File: src/rtl/adc_spi_capture_if.sv
// Pin bundle between the ADC capture engine and its surroundings.
// master = capture engine side, slave = ADC/host side.
interface adc_spi_capture_if #(
    parameter int DATA_W = 12
);
    logic              En;
    logic              SDataIn;
    logic              SClk;
    logic              CsN;
    logic [DATA_W-1:0] Sample;
    logic              SampleValid;
    logic              Busy;

    modport master (input En, SDataIn, output SClk, CsN, Sample, SampleValid, Busy);
    modport slave  (output En, SDataIn, input SClk, CsN, Sample, SampleValid, Busy);
endinterface

File: src/rtl/adc_spi_capture.sv
// Periodic SPI ADC reader: a sample timer launches one CsN frame, shifts in
// FRAME_BITS bits MSB first on rising SClk, and publishes the low DATA_W bits.
module adc_spi_capture #(
    parameter int DATA_W     = 12,
    parameter int FRAME_BITS = 16,
    parameter int HALF_DIV   = 1,
    parameter int SAMPLE_DIV = 100
) (
    input  logic              ClkIn,
    input  logic              RstN,
    adc_spi_capture_if.master bus
);
    localparam int TW = (SAMPLE_DIV > 1) ? $clog2(SAMPLE_DIV) : 1;
    localparam int HW = (HALF_DIV > 1) ? $clog2(HALF_DIV) : 1;
    localparam int PW = $clog2(2 * FRAME_BITS);
    localparam logic [TW-1:0] T_LAST = TW'(SAMPLE_DIV - 1);
    localparam logic [HW-1:0] H_LAST = HW'(HALF_DIV - 1);
    localparam logic [PW-1:0] P_LAST = PW'(2 * FRAME_BITS - 1);

    typedef enum logic [1:0] {IDLE, LEAD, SHIFT, DONE} state_e;

    state_e                state_q, state_d;
    logic [TW-1:0]         timer_q, timer_d;
    logic [HW-1:0]         hcnt_q, hcnt_d;
    logic [PW-1:0]         phase_q, phase_d;
    logic [FRAME_BITS-1:0] sreg_q, sreg_d;
    logic [DATA_W-1:0]     sample_q, sample_d;
    logic                  sclk_q, sclk_d, csn_q, csn_d;
    logic                  valid_q, valid_d, busy_q, busy_d;
    logic                  tick, half_end;

    assign tick     = bus.En && (timer_q == T_LAST);
    assign half_end = (hcnt_q == H_LAST);
    assign timer_d  = (bus.En && !tick) ? timer_q + 1'b1 : '0;

    always_ff @(posedge ClkIn or negedge RstN) begin
        if (!RstN) begin
            state_q  <= IDLE;
            timer_q  <= '0;
            hcnt_q   <= '0;
            phase_q  <= '0;
            sreg_q   <= '0;
            sample_q <= '0;
            valid_q  <= 1'b0;
            busy_q   <= 1'b0;
            csn_q    <= 1'b1;
            sclk_q   <= 1'b1;
        end else begin
            state_q  <= state_d;
            timer_q  <= timer_d;
            hcnt_q   <= hcnt_d;
            phase_q  <= phase_d;
            sreg_q   <= sreg_d;
            sample_q <= sample_d;
            valid_q  <= valid_d;
            busy_q   <= busy_d;
            csn_q    <= csn_d;
            sclk_q   <= sclk_d;
        end
    end

    // Even phases are SClk-low; the end of an even phase is the rising SClk edge.
    always_comb begin
        state_d = state_q;
        hcnt_d  = hcnt_q;
        phase_d = phase_q;
        sreg_d  = sreg_q;
        case (state_q)
            IDLE: if (tick) begin
                state_d = LEAD;
                hcnt_d  = '0;
            end
            LEAD: if (half_end) begin
                state_d = SHIFT;
                hcnt_d  = '0;
                phase_d = '0;
            end else begin
                hcnt_d = hcnt_q + 1'b1;
            end
            SHIFT: if (half_end) begin
                hcnt_d = '0;
                if (!phase_q[0])
                    sreg_d = (sreg_q << 1) | {{(FRAME_BITS-1){1'b0}}, bus.SDataIn};
                if (phase_q == P_LAST) state_d = DONE;
                else                   phase_d = phase_q + 1'b1;
            end else begin
                hcnt_d = hcnt_q + 1'b1;
            end
            DONE:    state_d = IDLE;
            default: state_d = IDLE;
        endcase
    end

    // Outputs are decoded from the next state so the pins come straight off flops.
    always_comb begin
        csn_d    = !(state_d == LEAD || state_d == SHIFT);
        sclk_d   = !(state_d == SHIFT && !phase_d[0]);
        busy_d   = (state_d != IDLE);
        valid_d  = (state_d == DONE);
        sample_d = valid_d ? sreg_q[DATA_W-1:0] : sample_q;
    end

    assign bus.SClk        = sclk_q;
    assign bus.CsN         = csn_q;
    assign bus.Sample      = sample_q;
    assign bus.SampleValid = valid_q;
    assign bus.Busy        = busy_q;
endmodule

File: src/flat_wrapper.sv
// flat-port wrapper written by rule: the top's interface ports become plain ports
module adc_spi_capture_flat 
#(
    parameter int DATA_W     = 12,
    parameter int FRAME_BITS = 16,
    parameter int HALF_DIV   = 1,
    parameter int SAMPLE_DIV = 100
)
  (ClkIn, RstN, bus_En, bus_SDataIn, bus_SClk, bus_CsN, bus_Sample, bus_SampleValid, bus_Busy);
  adc_spi_capture_if #(.DATA_W(DATA_W)) bus_i ();
  input  logic ClkIn;
  input  logic RstN;
  input wire logic [$bits(bus_i.En)-1:0] bus_En;
  input wire logic [$bits(bus_i.SDataIn)-1:0] bus_SDataIn;
  output wire logic [$bits(bus_i.SClk)-1:0] bus_SClk;
  output wire logic [$bits(bus_i.CsN)-1:0] bus_CsN;
  output wire logic [$bits(bus_i.Sample)-1:0] bus_Sample;
  output wire logic [$bits(bus_i.SampleValid)-1:0] bus_SampleValid;
  output wire logic [$bits(bus_i.Busy)-1:0] bus_Busy;
  assign bus_i.En = bus_En;
  assign bus_i.SDataIn = bus_SDataIn;
  assign bus_SClk = bus_i.SClk;
  assign bus_CsN = bus_i.CsN;
  assign bus_Sample = bus_i.Sample;
  assign bus_SampleValid = bus_i.SampleValid;
  assign bus_Busy = bus_i.Busy;
  adc_spi_capture #(.DATA_W(DATA_W), .FRAME_BITS(FRAME_BITS), .HALF_DIV(HALF_DIV), .SAMPLE_DIV(SAMPLE_DIV)) u_core (.ClkIn(ClkIn), .RstN(RstN), .bus(bus_i));
endmodule
File: config.mk
export PLATFORM = sky130hd
export DESIGN_NAME = adc_spi_capture_flat
export DESIGN_NICKNAME = d
export VERILOG_FILES = /design/src/rtl/adc_spi_capture_if.sv /design/src/rtl/adc_spi_capture.sv /design/src/flat_wrapper.sv
export SDC_FILE = /design/constraint.sdc
export NUM_CORES = 1
export LEC_CHECK = 0
export ABC_AREA = 0
export CAP_MARGIN = 20
export CORE_AREA = 2 2 46 80
export DETAILED_ROUTE_END_ITERATION = 16
export DIE_AREA = 0 0 48 82
export GPL_TIMING_DRIVEN = 1
export PLACE_DENSITY = 0.79
export SLEW_MARGIN = 20
export SYNTH_ARGS = -nofsm -noshare
export SYNTH_HDL_FRONTEND = slang
export SYNTH_SLANG_ARGS = --single-unit
export TNS_END_PERCENT = 1
File: constraint.sdc
create_clock -name ClkIn -period 6.2 [get_ports ClkIn]
set_clock_uncertainty 0.05 [all_clocks]
set_input_delay 0.62 -clock ClkIn [delete_from_list [all_inputs] [get_ports ClkIn]]
set_output_delay 0.62 -clock ClkIn [all_outputs]
set_load 0.03 [all_outputs]
Word-level counts from Yosys, hierarchy flattened
Index checks and enable logic that the tools add are counted.
{ "totals": {"ff_bits": 43, "in_bits": 4, "out_inout_bits": 16, "wordCells": 58} }
{ "op_classes": {"add_sub_neg": 3, "n_eq_ne": 12, "mux": 13, "bitwise_logic": 3, "n_reduce_logical": 16} }
{ "ops": {"columns": ["op", "count"], "rows": [
  ["2-to-1 mux 5 bit", 3],
  ["OR 12 x 1 -> 12 bit", 1],
  ["case mux 5 bit (2 select lines)", 1],
  ["== test 2 bit (second input constant)", 4],
  ["2-to-1 mux 2 bit", 4],
  ["case mux 2 bit (4 select lines)", 1],
  ["adder 7 x 1 -> 7 bit (second input constant)", 1],
  ["== test 7 bit (second input constant)", 1],
  ["2-to-1 mux 7 bit", 1],
  ["!= test 2 bit (second input constant)", 3],
  ["nonzero test 2 bit", 3],
  ["adder 5 x 1 -> 5 bit (second input constant)", 1],
  ["== test 5 bit (second input constant)", 1],
  ["== test 2 x 1 -> 1 bit (second input constant)", 2],
  ["zero test 1 bit", 4],
  ["AND reduction 4 bit", 1],
  ["logical AND 1 bit", 3],
  ["AND reduction 3 bit", 1],
  ["zero test 2 bit", 1],
  ["2-to-1 mux 1 bit", 2],
  ["!= test 2 x 1 -> 1 bit (second input constant)", 1],
  ["NOT 1 bit", 2],
  ["case mux 1 bit (2 select lines)", 1],
  ["AND reduction 2 bit", 1],
  ["3 further kinds", 3]
]} }

Depth between registers and ports, before layout
{ "logic_depth": {"ltp_word": 7, "ltp_mapped": 9, "mapped_depth_nobuf": 9} }

Worst setup path after synthesis
No wires, ideal clock.
{ "synth_timing": {"kind": "register to register", "from": "register u_core.phase_q[0]", "to": "register u_core.sample_q[0], in the netlist u_core.bus.Sample[0]", "arrival_time_ns": 1.964, "required_ns": 6.025, "setup_slack_ns": 4.061, "path_stages_with_launch": 9, "n_path_buf": 1, "period_less_slack_ns": 2.139, "cell_sequence": "dfrtp_1 ha_1 and3_1 ha_1 o21a_1 nor2_1 nor3b_4 buf_6 mux2_4"} }
{ "synth_via": {"elab_chain_cells": 5} }
{ "synth_lines": {"columns": ["item", "line_no", "rtl"], "rows": [
  ["start, declared", "adc_spi_capture.sv:25", "logic [PW-1:0] phase_q, phase_d;"],
  ["start signal, assigned", "adc_spi_capture.sv:52", "phase_q <= phase_d;"],
  ["== test 5 bit", "adc_spi_capture.sv:84", "if (phase_q == P_LAST) state_d = DONE;"],
  ["2-to-1 mux 2 bit", "adc_spi_capture.sv:84", null],
  ["2-to-1 mux 2 bit", "adc_spi_capture.sv:80", "SHIFT: if (half_end) begin"],
  ["case mux 2 bit (4 select lines)", "adc_spi_capture.sv:68", "case (state_q)"],
  ["== test 2 bit", "adc_spi_capture.sv:99", "valid_d = (state_d == DONE);"],
  ["end signal, assigned", "adc_spi_capture.sv:54", "sample_q <= sample_d;"],
  ["end, declared", "adc_spi_capture.sv:27", "logic [DATA_W-1:0] sample_q, sample_d;"]
]} }
No other way between the ends.
A chain may end at the register's enable or synchronous reset.

Final worst setup path
{ "layout_timing": {"from": "register u_core.phase_q[0]", "to": "register u_core.sample_q[2], in the netlist u_core.bus.Sample[2]"} }
The elaborated chain is that of the path after synthesis.

==> key figures <==
Worst setup path
  – Worst Reg-to-Reg Cells: 7
  – Arr. time, crit path: approximately 2.8 ns
  – CP required: approximately 6.3 ns
  – CP startpoint kind: flip-flop
  – Critical path endpoint category: flip-flop
  – Maximum fanout along the worst path: 12
  – Crit Path Category: reg2reg

Power
  – P_leak: 1.04 nW
  – Pwr/cell area: about 250 nW/um^2
  – VDD IR max: 0.304 mV

Timing
  – Max Slew Vio Count: 0
  – Slew headroom: around 36%
  – FMAX: 374 MHz
  – Period minus WS final: 2.68 ns
  – RSZ-0062 raised after global routing: false
  – Setup Viol. Count Final: 0
  – Worst-Margin Slew: between 0.9 and 1 ns
  – Final Cycle Share: 43.2%
  – Hold Vio Cnt, Final: 0
  – Setup_tns: 0 ns

Global routing
  – Number of global-route vias before repair: 1,146
  – First-pass GRT wire length: 5230 um
  – Grt met3 use: 4.62%
  – Initial antenna violation count: 0
  – Met2 Usage GRT: 31.5%
  – GR peak layer: met2
  – Met1 Resource Use GR: 23.3%
  – Gr ovfl total: 0
  – Pin count of the biggest net entering global routing: 43
  – GR Util All Layers: 19.0%

Layout
  – Layout cells sized above 1: 23.8%
  – Non-Filler Instances: 209
  – # nets final: 175
  – Commonest non-fill, non-tap cell in the layout: dfrtp_1
  – Layout Utilization: 66.6%
  – P&R area growth vs syn: 19.6%
  – FILL cells: 260
  – Final instance area: roughly 2200 um^2
  – # diodes: 0
  – Most frequent cells in the layout: dfrtp_1 (40), clkdlybuf4s50_1 (18), nor2_1 (14), mux2_2 (14), mux2_4 (10)

Yosys
  – Synth unique cells: 26
  – Netlist Area Pre-Place: 1850 um^2
  – Ys Warns: 0
  – Post-Syn Instances: 140
  – Syn Area/Cell: 13.2 um^2
  – Seq/Total Area, Yosys: between 50% and 60%
  – Net Count, Synth: around 150
  – Post-synthesis register bit count: 42

CTS
  – CTS sink count: 42
  – CTS tree: yes
  – H-tree Lvls: 2
  – Maximum root-to-sink buffer count: 2
  – Hold_buf cts: 0
  – Skew-Pair Late Insertion Delay: 0.29 ns
  – CTS buffer count: 5
  – Worst-path clk slew: 0.07 ns
  – Clk root buf: clkbuf_8
  – Postcts setup bufs: 0
  – Post-CTS resize count: 0

Floorplanning
  – Die W: between 40 and 50 um
  – Core area: 3330 um^2
  – Site Rows: 28
  – Die height: around 82 um
  – IO Pins: 20
  – Total die area: 3940 um^2
  – Initial Util: 55.7%

Placement
  – HPWL Detailed: 2220 um
  – Placed instance area: 2070 um^2
  – Placed cell count: 201
  – Routability cong.: 0.783
  – Port Buffers: 19

Drt
  – Antenna Violating Nets Remaining: 0
  – Drt pass-1 iters: 4
  – Number of remaining DRC errors: 0
  – Drt wl/cell: about 15 um
  – Vias per cell: 5.23
  – Final wirelength: 3170 um
  – Vias post-DR: 1,094
  – Drt first-iter violations: 10

Job
  – Max-cap violations: 0

Outcome
  – Status: completed

Min path
  – Hold WC Path Type: in2async
==> routing by layer <==
layer	routed length, um	vias to the layer above
met3	71	4
met1	1320	549
met5	0	-
li1	-	520
met4	34	0
met2	1750	21
==> cells by family (layout without fill, tap and decap cells) <==
logic type | after synthesis | after routing | synth area share [%]
compound gates | 15 | 15 | 6.28
fa+ha+maj | 8 | 8 | 5.40
mux | 24 | 24 | 16.6
buf+inv | 10 | 34 | 2.57
flops | 42 | 42 | 56.9
simple gates | 36 | 36 | 9.93
xor+xnor | 5 | 5 | 2.36
==> layout make-up <==
cell class	count	area (um^2)	share of cell area, %
Tap cell	45	56.3	2.54
Clock inverter	2	60.1	2.71
Inverter	7	26.3	1.19
Multi-Input combinational cell	88	752	33.9
Clock buffer	6	82.6	3.73
Sequential cell	42	1050	47.5
Timing Repair Buffer	19	185	8.36
==> flip-flops by register name, indices dropped and copies added, names as in the netlist <==
signal,cells
u_core.timer_q,7
u_core.bus.SClk,1
u_core.bus.SampleValid,1
u_core.bus.Sample,12
u_core.sreg_q,12
u_core.phase_q,5
u_core.bus.CsN,1
u_core.bus.Busy,1
u_core.state_q,2
==> worst max-delay path, stage by stage (launching register included) <==
cell,delay [ns]
dfrtp_1,0.44
ha_1,0.21
and3_1,0.17
ha_1,0.31
o21a_1,0.17
nor2_1,0.09
nor3b_4,0.70
mux2_2,0.42
==> worst paths after layout <==
| check | slack [ns] | end | from |
|---|---|---|---|
| worst max-delay path | 3.52 | u_core.bus.Sample[2] | u_core.phase_q[0] |
| min in group ClkIn | 0.43 | u_core.timer_q[0] | u_core.timer_q[0] |
| worst min register to register | 0.43 | u_core.timer_q[0] | u_core.timer_q[0] |
| worst min-delay path | 0.41 | u_core.timer_q[0] | RstN |
| worst max register to register | 3.52 | u_core.bus.Sample[2] | u_core.phase_q[0] |
| max in group asynchronous | 5.14 | u_core.sreg_q[6] | RstN |
==> stage by stage <==
step	hold WS, ns	power (W)	setup WS (ns)
after floorplan	0.274	0.000285	4.06
after global placement	0.402	0.000292	3.63
after detailed placement	0.429	0.000293	3.56
after CTS	0.433	0.000555	3.51
after global routing	0.466	0.000569	3.38
final	0.406	0.000548	3.52
==> power breakdown <==
part           internal, W  switching [W]   total, W
registers         0.000275     0.00000125   0.000277
logic           0.00000302     0.00000766  0.0000107
clock network     0.000172      0.0000891   0.000261
total             0.000450      0.0000980   0.000548
==> synth_stat cells <==
cell type,instances,area [um^2]
ha_1,8,100
o21ai_0,6,30.0
xnor2_1,3,26.3
a311oi_4,1,26.3
mux2_2,14,158
nand2b_1,2,12.5
or2_2,1,6.26
buf_2,2,10.0
nor2b_1,2,12.5
inv_1,7,26.3
a22o_1,4,35.0
dfrtp_1,40,1000
nor4_1,1,6.26
nand3_1,3,15.0
and3_1,2,12.5
mux2_4,10,150
o21a_1,1,7.51
o211ai_1,1,7.51
nand2_1,9,33.8
and4b_4,1,13.8
nor3b_4,1,18.8
xor2_1,2,17.5
buf_6,1,11.3
a21oi_1,2,10.0
dfstp_2,2,52.6
nor2_1,14,52.6
Note: power is estimated with default switching activity, not from simulation.
==> RTL change 1: new RTL, same flow settings <==
`SAMPLE_DIV` is set to 100 in 2 places; all go to 50.
--- a/src/rtl/adc_spi_capture.sv
+++ b/src/rtl/adc_spi_capture.sv
@@ -4,7 +4,7 @@
     parameter int DATA_W     = 12,
     parameter int FRAME_BITS = 16,
     parameter int HALF_DIV   = 1,
-    parameter int SAMPLE_DIV = 100
+    parameter int SAMPLE_DIV = 50
 ) (
     input  logic              ClkIn,
     input  logic              RstN,
--- a/src/flat_wrapper.sv
+++ b/src/flat_wrapper.sv
@@ -4,7 +4,7 @@
     parameter int DATA_W     = 12,
     parameter int FRAME_BITS = 16,
     parameter int HALF_DIV   = 1,
-    parameter int SAMPLE_DIV = 100
+    parameter int SAMPLE_DIV = 50
 )
   (ClkIn, RstN, bus_En, bus_SDataIn, bus_SClk, bus_CsN, bus_Sample, bus_SampleValid, bus_Busy);
   adc_spi_capture_if #(.DATA_W(DATA_W)) bus_i ();
Check against the original RTL: same outputs for any inputs over 10 cycles, from zero or initial values and one cycle with RstN low; that may be too few to reach the edited logic, so the function may still have changed.
==> RTL change 1 against the unedited design <==
  * Cell area down 5.3%
  * Sequential cell count down 1
  * Wire length down 12%
  * Worst setup slack worse by 0.0032 ns
  * Area after synthesis down 4.1%
  * Power down 14%
  * Largest cell class unchanged
  * First-iteration DRC count down 10%
  * Die area unchanged
  * Count of clock-buffer cells in the layout up 1
  * Global-route usage down 2.3 points
  * Critical path depth unchanged
  * Maximum frequency down 0.12%
==> RTL change 1: results (changes against the unedited design) <==
| Metric | Value |
|---|---|
| Status | completed |
| Ranking of synthesized cells by area | dfrtp_1 (55%), mux2_2 (15%), ha_1 (7.0%) |
| GR Util met1 | 18.54% (-4.7 points) |
| Layout cells sized above 1 | 24.39% (+0.61 points) |
| CP peak stage delay | 0.76 ns (+0.06 ns) |
| HPWL Detailed | 1982 um (-11%) |
| Cell variety after synth | 28 (+7.7%) |
| Worst Tran Pin Value | 0.9670 ns (+0.005306 ns) |
| M2 GR Usage | 28.93% (-2.5 points) |
| Nets | 177 (+1.1%) |
| Multiplexer share of the synthesized area | 15.21% (-1.4 points) |
| Post-Synth XOR/XNOR Area | 1.972% (-0.39 points) |
| Lkg Pwr | 1.012 nW (-2.3%) |
| Area after DPL | 1998 um^2 (-3.6%) |
| Fill cell count | 265 (+1.9%) |
| Slowest cell on crit path | nor3b_2 |
| Iter 0 DRT Violations | 9 (-1) |
| Commonest cells post-synth | dfrtp_1 (39), mux2_2 (24), nor2_1 (15) |
| Sequential area share after synthesis | 57.89% (+1.0 points) |
| Worst VDD drop | 0.0001954 V (-36%) |
| First-pass GRT wire length | 4664 um (-11%) |
| GRT Total Usage | 16.72% (-2.3 points) |
| WL/cell | 13.33 um (-12%) |
| Largest net degree at the start of global routing | 42 (-2.3%) |
| Syn. warnings | 0 (unchanged) |
| Placer Congestion | 0.7502 (-4.2%) |
| Syn Nets | 154 (+1.3%) |
| Drt pass-1 iters | 2 (-2) |
| Initial antenna violation count | 0 (unchanged) |
==> RTL change 1: cell types whose count changed after synthesis, moves of 2 or more <==
cell	delta
mux2_2	+10
mux2_4	-10
a22o_1	-3
a21oi_1	+2
ha_1	+2
inv_1	+2
nor2b_1	-2
==> RTL change 1: worst max-delay path, delay by kind of cell (launching register included) <==
kind	cells	cell delay, ns
and+or+nand+nor	3	1.03
DFF	1	0.44
AOI/OAI and AO/OA	1	0.15
adders and majority gates	2	0.48
muxes	1	0.42
==> RTL change 1: final timing paths <==
path | startpoint | slack (ns) | endpoint
setup reg to reg | u_core.phase_q[0] | 3.52 | u_core.bus.Sample[11]
hold reg to reg | u_core.timer_q[0] | 0.44 | u_core.timer_q[0]
min in group ClkIn | u_core.timer_q[0] | 0.44 | u_core.timer_q[0]
hold / removal | RstN | 0.39 | u_core.bus.SampleValid
setup / recovery | u_core.phase_q[0] | 3.52 | u_core.bus.Sample[11]
max in group asynchronous | RstN | 5.16 | u_core.bus.Sample[0]
==> RTL change 1: final cells by class <==
cell class	instances	area [um^2]	share of cell area [%]
Clock inverter	1	5.005	0.2384
Clock buffer	7	96.34	4.589
Inverter	9	33.78	1.609
Multi-Input combinational cell	87	694.4	33.08
Tap cell	45	56.30	2.682
Timing Repair Buffer	19	185.2	8.820
Sequential cell	41	1028	48.99
==> RTL change 1: report_power, final <==
| group | internal (mW) | switching [mW] |
|---|---|---|
| clock | 0.100 | 0.0828 |
| combinational | 0.00562 | 0.00769 |
| sequential | 0.272 | 0.00374 |
==> RTL change 1: logic make-up after synthesis <==
group,after synthesis
xor gates and xnor gates,4
buffers and inverters,12
muxes,24
adders and majority gates,10
and+or+nand+nor,34
DFF,41
AOI/OAI and AO/OA,15
==> RTL change 1: metrics by stage <==
stage,setup WS (ns),std cells
4_1_cts,3.476,209
3_3_place_gp,3.600,201
2_1_floorplan,4.131,140
6_report,3.520,209
5_1_grt,3.283,209
3_5_place_dp,3.499,201
==> RTL change 1: per-layer routing <==
layer | vias to the layer above | part of all wire (%)
met5 | - | 0
met4 | 0 | 1.5
met3 | 5 | 3.2
met2 | 13 | 56
met1 | 542 | 39
li1 | 519 | -
==> RTL change 2: new RTL, same flow settings <==
Without the edit above. Make the reset (`RstN`) synchronous in one clocked block.
--- a/src/rtl/adc_spi_capture.sv
+++ b/src/rtl/adc_spi_capture.sv
@@ -33,7 +33,7 @@
     assign half_end = (hcnt_q == H_LAST);
     assign timer_d  = (bus.En && !tick) ? timer_q + 1'b1 : '0;
 
-    always_ff @(posedge ClkIn or negedge RstN) begin
+    always_ff @(posedge ClkIn) begin
         if (!RstN) begin
             state_q  <= IDLE;
             timer_q  <= '0;
Behaviour: no difference found for any inputs over 10 cycles, from zero or initial values and one cycle with RstN low; that may be too few to reach the edited logic, so the function may still have changed.
==> RTL change 2 against the unedited design <==
  * Sequential cell count stayed put
  * Power is 11% lower
  * Maximum frequency is 36% higher
  * Area after synthesis is 5.9% lower
  * Worst setup slack better by 0.71 ns
  * Wire length is 15% lower
  * Combinational power is 15% lower
  * Cell area is 6.3% lower
  * Clock power is 21% lower
==> RTL change 2: results (changes against the unedited design) <==
| Metric | Value |
|---|---|
| GRT Total Usage | 15.63% (-3.4 points) |
| Status | completed |
| Syn Nets | 205 (+35%) |
| Slowest cell on crit path | clkdlybuf4s50_1 |
| DR vias/cell | 4.900 (-6.4%) |
| Cells after DPL | 251 (+25%) |
| Largest net degree at the start of global routing | 49 (+14%) |
| Worst Tran Pin Value | 0.7659 ns (-0.1958 ns) |
| First-pass GRT wire length | 4450 um (-15%) |
| Setup ws final | 4.229 ns (+0.7050 ns) |
| Fill cell count | 310 (+19%) |
| Layout cells sized above 1 | 6.075% (-18 points) |
| Ys async rst share | 0% (-100 points) |
| Post-Synth Adder-Cell Area | 5.739% (+0.34 points) |
| Worst VDD drop | 0.0002147 V (-29%) |
| # diodes | 0 (unchanged) |
| Cell variety after synth | 26 (unchanged) |
| Hold Crit Class | reg -> reg |
| CP peak stage delay | 0.67 ns (-0.03 ns) |
| Port Buffers | 19 (unchanged) |
| Syn_area_per_cell | 9.037 um^2 (-32%) |
| GR Util met1 | 15.71% (-7.6 points) |
| WP data arrival | 1.30 ns (-1.50 ns) |
| HPWL Detailed | 1907 um (-14%) |
| Detail Route met3 WL | 85 um (+20%) |
| Reg2reg start | u_core.phase_q[0] |
| Initial antenna violation count | 0 (unchanged) |
| Post-Layout Cell Count | 259 (+24%) |
| Iter 0 DRT Violations | 15 (+5) |
| Synth Area in Compound Gates | 9.900% (+3.6 points) |
| Post-Synth XOR/XNOR Area | 2.511% (+0.15 points) |
| Number of global-route vias before repair | 1132 (-1.2%) |
| Sequential area share after synthesis | 48.21% (-8.6 points) |
| Placer Congestion | 0.7594 (-3.0%) |
| Post-route met1 wirelength | 1148 um (-13%) |
| Buffer count from post-CTS setup fixing | 0 (unchanged) |
| WHS Endpoint | u_core.timer_q[0] |
| Commonest cells post-synth | nand2_1 (52), dfxtp_1 (42), a21boi_0 (13), mux2i_1 (13), nor2_1 (11) |
| Num CTS Buffers | 5 (unchanged) |
| Lkg Pwr | 0.7253 nW (-30%) |
| Met2 routed WL | 1427 um (-18%) |
| Crit path max-delay family | buffers and inverters |
| Detailed Route WL | 2691 um (-15%) |
| GRT met3 Usage | 5.934% (+1.3 points) |
| Fin Hold WS | 0.4041 ns (-0.002333 ns) |
| Nets | 225 (+29%) |
| Crit path capture | bus_Sample[9] |
| Multiplexer share of the synthesized area | 7.461% (-9.1 points) |
| Critical path fanouts, max | 2 (-10) |
| Worst setup path start | u_core.bus.Sample[9] |
| FF-to-FF End | u_core.bus.SampleValid |
| HP Start | u_core.timer_q[0] |
| Dominant synthesized flop cell | dfxtp_1 |
| Drt pass-1 iters | 4 (unchanged) |
| Reg2Reg Depth | 8 (+1) |
| M2 GR Usage | 28.00% (-3.5 points) |
| Worst-Skew Late Latency | 0.29 ns (about the same) |
| Ranking of synthesized cells by area | dfxtp_1 (48%), nand2_1 (11%), mux2i_1 (7.5%) |
==> RTL change 2: cells by family after synthesis <==
kind of cell / after synthesis
flip-flops: 42
multiplexers: 13
buffers and inverters: 15
AND/OR/NAND/NOR: 87
adder cells (fa/ha/maj): 8
XOR/XNOR: 5
AO/OA/AOI/OAI: 23
==> RTL change 2: layout make-up <==
type                            instances  area (um^2)  share of cell area (%)
Clock buffer                            5        68.82                   3.313
Clock inverter                          3        40.04                   1.928
Inverter                                7        26.28                   1.265
Multi-Input combinational cell        136        839.6                   40.42
Sequential cell                        42        840.8                   40.48
Tap cell                               45        56.30                   2.711
Timing Repair Buffer                   21        205.2                   9.880
==> RTL change 2: report_power, final <==
part	switching, mW	internal, mW
clock	0.0872	0.118
sequential	0.000417	0.270
combinational	0.00526	0.00387
==> RTL change 2: through the flow <==
stage	instance area (um^2)	utilization (%)
after floorplan	1744	-
after global placement	1968	59.14
after detailed placement	1968	59.14
after CTS	2077	62.41
after global routing	2077	62.41
final	2077	62.41
